[config.mk]
export PLATFORM = sky130hd
export DESIGN_NAME = vga_ball_renderer
export DESIGN_NICKNAME = d
export VERILOG_FILES = /design/src/rtl/vga_ball_renderer.sv
export SDC_FILE = /design/constraint.sdc
export NUM_CORES = 1
export LEC_CHECK = 0
export CORE_MARGIN = 1
export CORE_UTILIZATION = 53
export CTS_BUF_LIST = sky130_fd_sc_hd__clkbuf_4 sky130_fd_sc_hd__clkbuf_8 sky130_fd_sc_hd__clkbuf_16
export CTS_CLUSTER_DIAMETER = 120
export CTS_CLUSTER_SIZE = 8
export DETAILED_ROUTE_END_ITERATION = 6
export PLACE_DENSITY = 0.87
export SYNTH_ARGS = -nofsm -noshare
export SYNTH_HDL_FRONTEND = slang
export SYNTH_SLANG_ARGS = --single-unit
export TNS_END_PERCENT = 100
[constraint.sdc]
create_clock -name clk -period 3.1 [get_ports clk]
set_input_delay 0.465 -clock clk [delete_from_list [all_inputs] [get_ports clk]]
set_output_delay 0.465 -clock clk [all_outputs]
set_load 0.005 [all_outputs]
[src/rtl/vga_ball_renderer.sv]
// Pixel stage after the VGA timing generator: draws border, background and a
// bouncing square ball; the ball moves once per frame at the start of vblank.

module vga_ball_axis #(
    parameter int MIN   = 4,
    parameter int MAX   = 620,
    parameter int SPEED = 2,
    parameter int POS0  = 312
) (
    input  logic       clk,
    input  logic       rst,
    input  logic       upd,
    input  logic       pause,
    output logic [9:0] pos
);
    logic [10:0] pos_q, pos_d;
    logic        dir_q, dir_d;   // 1 = increasing
    logic [10:0] step_up, step_dn;

    assign step_up = pos_q + 11'(SPEED);
    assign step_dn = pos_q - 11'(SPEED);

    always_comb begin
        pos_d = pos_q;
        dir_d = dir_q;
        if (upd && !pause) begin
            if (dir_q) begin
                if (step_up >= 11'(MAX)) begin
                    pos_d = 11'(MAX);
                    dir_d = 1'b0;
                end else begin
                    pos_d = step_up;
                end
            end else begin
                if (pos_q <= 11'(MIN + SPEED)) begin
                    pos_d = 11'(MIN);
                    dir_d = 1'b1;
                end else begin
                    pos_d = step_dn;
                end
            end
        end
    end

    always_ff @(posedge clk or posedge rst) begin
        if (rst) begin
            pos_q <= 11'(POS0);
            dir_q <= 1'b1;
        end else begin
            pos_q <= pos_d;
            dir_q <= dir_d;
        end
    end

    assign pos = pos_q[9:0];
endmodule

module vga_ball_renderer #(
    parameter int H_ACTIVE  = 640,
    parameter int V_ACTIVE  = 480,
    parameter int BORDER    = 4,
    parameter int BALL_SIZE = 16,
    parameter int SPEED     = 2,
    parameter int BALL_X0   = 312,
    parameter int BALL_Y0   = 232
) (
    input  logic        clk,
    input  logic        rst,
    input  logic [9:0]  h_count,
    input  logic [9:0]  v_count,
    input  logic        blank_n,
    input  logic        pause,
    output logic [7:0]  VGA_R,
    output logic [7:0]  VGA_G,
    output logic [7:0]  VGA_B,
    output logic        frame_tick,
    output logic [15:0] frame_cnt,
    output logic [9:0]  ball_x,
    output logic [9:0]  ball_y
);
    typedef struct packed {
        logic [7:0] r;
        logic [7:0] g;
        logic [7:0] b;
    } rgb_t;

    localparam rgb_t C_BLACK  = '{r: 8'h00, g: 8'h00, b: 8'h00};
    localparam rgb_t C_BALL   = '{r: 8'hFF, g: 8'hFF, b: 8'hFF};
    localparam rgb_t C_BORDER = '{r: 8'h00, g: 8'h00, b: 8'hFF};
    localparam rgb_t C_BG     = '{r: 8'h00, g: 8'h40, b: 8'h00};

    rgb_t        rgb_q, rgb_d;
    logic        frame_tick_q, frame_tick_d;
    logic [15:0] frame_cnt_q, frame_cnt_d;
    logic        tick_cond;
    logic [10:0] h_ext, v_ext, bx_ext, by_ext;
    logic        in_ball, in_border;

    assign tick_cond = (h_count == 10'd0) && (v_count == 10'(V_ACTIVE));

    vga_ball_axis #(
        .MIN(BORDER), .MAX(H_ACTIVE - BORDER - BALL_SIZE), .SPEED(SPEED), .POS0(BALL_X0)
    ) u_axis_x (
        .clk(clk), .rst(rst), .upd(tick_cond), .pause(pause), .pos(ball_x)
    );

    vga_ball_axis #(
        .MIN(BORDER), .MAX(V_ACTIVE - BORDER - BALL_SIZE), .SPEED(SPEED), .POS0(BALL_Y0)
    ) u_axis_y (
        .clk(clk), .rst(rst), .upd(tick_cond), .pause(pause), .pos(ball_y)
    );

    // Draw with the pre-update position; it only moves inside vblank anyway.
    assign h_ext  = {1'b0, h_count};
    assign v_ext  = {1'b0, v_count};
    assign bx_ext = {1'b0, ball_x};
    assign by_ext = {1'b0, ball_y};

    assign in_ball = (h_ext >= bx_ext) && (h_ext < bx_ext + 11'(BALL_SIZE)) &&
                     (v_ext >= by_ext) && (v_ext < by_ext + 11'(BALL_SIZE));
    assign in_border = (h_ext < 11'(BORDER)) || (h_ext >= 11'(H_ACTIVE - BORDER)) ||
                       (v_ext < 11'(BORDER)) || (v_ext >= 11'(V_ACTIVE - BORDER));

    always_comb begin
        rgb_d        = C_BG;
        frame_tick_d = tick_cond;
        frame_cnt_d  = frame_cnt_q;
        if (tick_cond) frame_cnt_d = frame_cnt_q + 16'd1;
        if (!blank_n)       rgb_d = C_BLACK;
        else if (in_ball)   rgb_d = C_BALL;
        else if (in_border) rgb_d = C_BORDER;
    end

    always_ff @(posedge clk or posedge rst) begin
        if (rst) begin
            rgb_q        <= C_BLACK;
            frame_tick_q <= 1'b0;
            frame_cnt_q  <= 16'd0;
        end else begin
            rgb_q        <= rgb_d;
            frame_tick_q <= frame_tick_d;
            frame_cnt_q  <= frame_cnt_d;
        end
    end

    assign VGA_R      = rgb_q.r;
    assign VGA_G      = rgb_q.g;
    assign VGA_B      = rgb_q.b;
    assign frame_tick = frame_tick_q;
    assign frame_cnt  = frame_cnt_q;
endmodule

**Word-level counts from Yosys, hierarchy flattened**

Cells that the tools add are included.

- Muxes and demuxes: 15
- Add/sub/neg operators: 7
- Divide/modulo/power cells: 0
- Equal/unequal tests: 1
- Magnitude comparators: 12
- Multiply operators: 0
- Reductions and logical operators: 10
- Shifts and indexed selects: 0
- Bitwise gates (word level): 0

Operator list:

| kind | count |
|---|---|
| $mux W11 | 6 |
| $mux W24 | 2 |
| $add A10 B5 Y11 const B | 2 |
| $add A11 B2 Y11 const B | 2 |
| $le A11 B3 Y1 const B | 2 |
| $lt A10 B11 Y1 | 2 |
| $sub A11 B2 Y11 const B | 2 |
| $ge A10 B10 Y1 | 2 |
| $lt A10 B3 Y1 const B | 2 |
| $add A16 B1 Y16 const B | 1 |
| $mux W15 | 1 |
| $ge A11 B10 Y1 const B | 1 |
| $ge A11 B9 Y1 const B | 1 |
| $eq A10 B9 Y1 const B | 1 |
| $ge A10 B10 Y1 const B | 1 |
| $ge A10 B9 Y1 const B | 1 |
| $logic_not A10 Y1 | 1 |
| $mux W1 | 6 |
| $logic_and A1 B1 Y1 | 5 |
| $logic_or A1 B1 Y1 | 3 |
| $logic_not A1 Y1 | 1 |

- Output and inout port bits: 61
- Bits of input ports: 24
- Bits in registers: 65
- Bits in latches: 0
- Memory bits (writable): 0
- Word-level logic and storage cells: 54
- Memories kept: 0
- Bits in read-only memories: 0

**Logic depth before layout (Yosys ltp)**

- Depth in word-level cells: 7
- Depth in mapped cells: 12
- Depth with buffers taken out: 11

**Cells and area by module**

Synthesis repeated with hierarchy kept, for this count alone.

- Cells, all modules: 509
- Area total of the unflattened synthesis: 4287.9 um^2

Modules (own cells, without submodules):

| module | area an instance (um^2) | instances | seq. area each (um^2) | cells each |
|---|---|---|---|---|
| vga_ball_renderer | 2028.2 | 1 | 500.5 | 233 |
| vga_ball_axis (u_axis_x) | 1143.6 | 1 | 281.5 | 134 |
| vga_ball_axis (u_axis_y) | 1116.1 | 1 | 281.5 | 142 |

**Worst setup path after synthesis**

OpenSTA, ideal clock, no wires.

- Kind: reg2reg
- From: register u_axis_y.pos_q[5]
- To: register rgb_q (netlist bit VGA_B[6])
- Period minus slack after synthesis: 2.713 ns
- Slack: 0.387 ns
- Arrival time: 2.631 ns
- Cell stages (with the launch flop): 12
- Path through: dfstp_2 > buf_4 > inv_1 > ha_1 > inv_1 > ha_1 > a21o_1 > a211o_1 > nand4_1 > o2bb2ai_1 > or4b_2 > o21ai_0

- Word-level cells in the longest chain between the ends: 5
- Elaborated cells on any way between the ends: 7
- Those cells by class: add/sub (1); order compare (2); mux (2); reduce/logical (2)

RTL lines:

| what | line | RTL |
|---|---|---|
| from (decl) | 16 | `logic [10:0] pos_q, pos_d;` |
| from (signal assigned) | 47 | `pos_q <= 11'(POS0);` |
| from (signal assigned) | 50 | `pos_q <= pos_d;` |
| $add A10 B5 Y11 / $ge A10 B10 Y1 (equally long branches) | 120 | `(v_ext >= by_ext) && (v_ext < by_ext + 11'(BALL_SIZE));` |
| $lt A10 B11 Y1 / $logic_and A1 B1 Y1 (equally long branches) | 120, 119 |  |
| $logic_and A1 B1 Y1 * | 120 |  |
| $mux W24 * | 130 | `else if (in_ball) rgb_d = C_BALL;` |
| $mux W24 * | 129 | `if (!blank_n) rgb_d = C_BLACK;` |
| to (signal assigned) | 140 | `rgb_q <= rgb_d;` |
| to (decl) | 92 | `rgb_t rgb_q, rgb_d;` |

Mark *: on every way between the ends. The rest lies on a longest branch, timed or not.
A chain may end at the register's enable or synchronous reset.

**Worst setup path in the final report**

Same ends and word-level chain as after synthesis.

==> flow_metrics.tcl <==
set metrics [dict create \
    finalPower_uw 1070 \
    num_rows 31 \
    path_clk_slew_ns 0.09 \
    io_buffers 82 \
    worst_pin_slew_ns 0.846 \
    cts_tree "built" \
    synthArstFlopShare 1.00 \
    start_kind "flop" \
    final_area_mm2 0.00480 \
    wl_per_cell_um 16.5 \
    grt_use_total 0.261 \
    yosysSeqAreaShare 0.259 \
    cts_resized 0 \
    die_h_um 90.1 \
    required_ns 3.32 \
    rsz0062_at_grt "no" \
    syn_area_per_cell_um2 8.42 \
    first_iter_violations 370 \
    fmax_mhz 348 \
    drv_cap 0 \
    synth_common_cells "buf_4 (46), ha_1 (41), a21oi_1 (35), nand2_1 (35), dfrtp_1 (32)" \
    numCtsBuffers 5 \
    whs_path_depth 1 \
    grt_pass1_wl_um 17300 \
    setup_viol 0 \
    drc 0 \
    arrival_ns 3.10 \
    die_area_mm2 0.00811 \
    final-hold-violation-count 0 \
    grt_max_degree 43 \
    post-route-min-period_ns 2.87 \
    cts-root-buf "clkbuf_8" \
    final_nets 593 \
    firstDrtPassIters 6 \
    gp_congestion 0.952 \
    endpoint_kind "flop" \
    antenna_found_initial 0 \
    finalSetupTns_ns 0 \
    grt_pass1_vias 3559 \
    cts_max_path_buffers 2 \
    place_area_mm2 0.00471 \
    synth.top_cell.area_share 0.195 \
    diodes 0 \
    start_util 0.558 \
    yosysMostFrequentCell "buf_4" \
    dpl.hpwl_um 8030 \
    via_per_inst 6.04 \
    synth-seq-cells 42 \
    synthTopCellsByArea "dfrtp_1 (19%), ha_1 (12%), buf_4 (8.4%)" \
    die_x_um 90.1 \
    crit_fanout 6 \
    min_period_over_period 0.927 \
    vias 3794 \
    synthToLayoutAreaGrowth_pct 16.8 \
    pin_count 85 \
    postCtsSetupRepairBufs 0 \
    synthFlopType "dfrtp_1" \
    drive_above_1_share 0.0907 \
    core_mm2 0.00737 \
    p_leak_uw 0.00197 \
    overflow 0 \
    ys_warn_count 0 \
    crit_type "reg -> reg" \
    hold_buffers 0 \
    routed_wl_um 10400 \
    cts.sinks 42 \
    synth.cell_area_mm2 0.00411 \
    drtAntennaViolNets 0 \
    rr_worst_depth 10 \
    slew_headroom 0.431 \
    finalClockSkew_ns 0.00688 \
    ir_worst_vdd_mv 0.150 \
    fillers 606 \
    powerDensity_mw_per_mm2 222 \
    worstSkewPairLatency_ns 0.30 \
    htreeDepth 2 \
    status "finished, final reports clean" \
    yosysTopAreaCell "dfrtp_1" \
    synthCells 488 \
    slew_viol_final 0 \
    hp-class "reg -> reg" \
    yosysUniqueCellTypes 63 \
    synth_edf_count 0 \
]
-- report_power, final --
part | internal [uW] | switching (uW)
Combinational | 73.6 | 61.5
Clock | 179 | 200
Sequential | 550 | 2.82
-- logic make-up after synthesis --
logic type,Yosys count,share of synthesized area
AND/OR/NAND/NOR,159,0.218
AO/OA/AOI/OAI,122,0.191
buffers and inverters,87,0.129
flip-flops,42,0.259
adder cells (fa/ha/maj),41,0.125
XOR/XNOR,35,0.0746
other,1,0.000912
multiplexers,1,0.00365
-- metal layers --
layer / vias to the layer above / global-route usage / part of all wire
met5: - / 0 / 0
met4: 0 / 0.110 / 0.033
met3: 32 / 0.0491 / 0.073
met2: 197 / 0.436 / 0.48
met1: 1765 / 0.328 / 0.42
li1: 1800 / - / -
-- sequential cells by signal (all words and copies together) (netlist names) --
name            flops
u_axis_x.dir_q      1
u_axis_y.pos_q     10
u_axis_y.dir_q      1
VGA_B               1
VGA_G               2
frame_tick          1
frame_cnt          16
u_axis_x.pos_q     10
-- worst max-delay path, stage by stage, from the launching register on --
cell and delay [ns]:
dfstp_2 0.59, inv_1 0.13, ha_1 0.30, inv_1 0.04
ha_1 0.28, a21o_1 0.16, a211o_1 0.28, nand4_1 0.08
o2bb2ai_1 0.16, or4b_2 0.65, o21ai_0 0.10
-- final cells by class --
cell class | count | area, um^2 | share of cell area
Tap cell | 99 | 124 | 0.0258
Sequential cell | 42 | 1060 | 0.222
Clock inverter | 2 | 12.5 | 0.00261
Clock buffer | 6 | 82.6 | 0.0172
Inverter | 27 | 101 | 0.0211
Timing Repair Buffer | 92 | 896 | 0.187
Multi-Input combinational cell | 360 | 2520 | 0.525
-- worst paths after layout --
| kind | startpoint | endpoint | slack [ns] |
|---|---|---|---|
| worst min-delay path | frame_cnt[15] | frame_cnt[15] | 0.47 |
| worst max register to register | u_axis_y.pos_q[5] | VGA_B[6] | 0.23 |
| worst min register to register | frame_cnt[15] | frame_cnt[15] | 0.47 |
| worst max-delay path | u_axis_y.pos_q[5] | VGA_B[6] | 0.23 |
| min in group asynchronous | rst | frame_tick | 0.61 |
| max in group asynchronous | rst | u_axis_x.dir_q | 2.10 |
-- cells in the final DEF (no fill, tap or decap), drive strengths merged, types with 10 or more instances in the layout --
master         instances
a21oi                 36
buf                   10
clkdlybuf4s50         82
dfrtp                 32
dfstp                 10
ha                    41
inv                   27
nand2                 36
nand3                 22
nand4                 14
nor2                  25
nor3                  23
nor4                  10
o21ai                 28
xnor2                 26
-- through the flow --
| step | utilization | hold WS [ns] | cells | worst slack (ns) |
|---|---|---|---|---|
| final | 0.651 | 0.467 | 628 | 0.225 |
| after global routing | 0.651 | 0.482 | 628 | 0.0931 |
| after CTS | 0.651 | 0.472 | 628 | 0.244 |
| after detailed placement | 0.639 | 0.456 | 620 | 0.192 |
| after global placement | 0.639 | 0.460 | 620 | 0.259 |
| after floorplan | - | 0.465 | 489 | 0.387 |
Note: power is estimated with default switching activity, not from simulation.
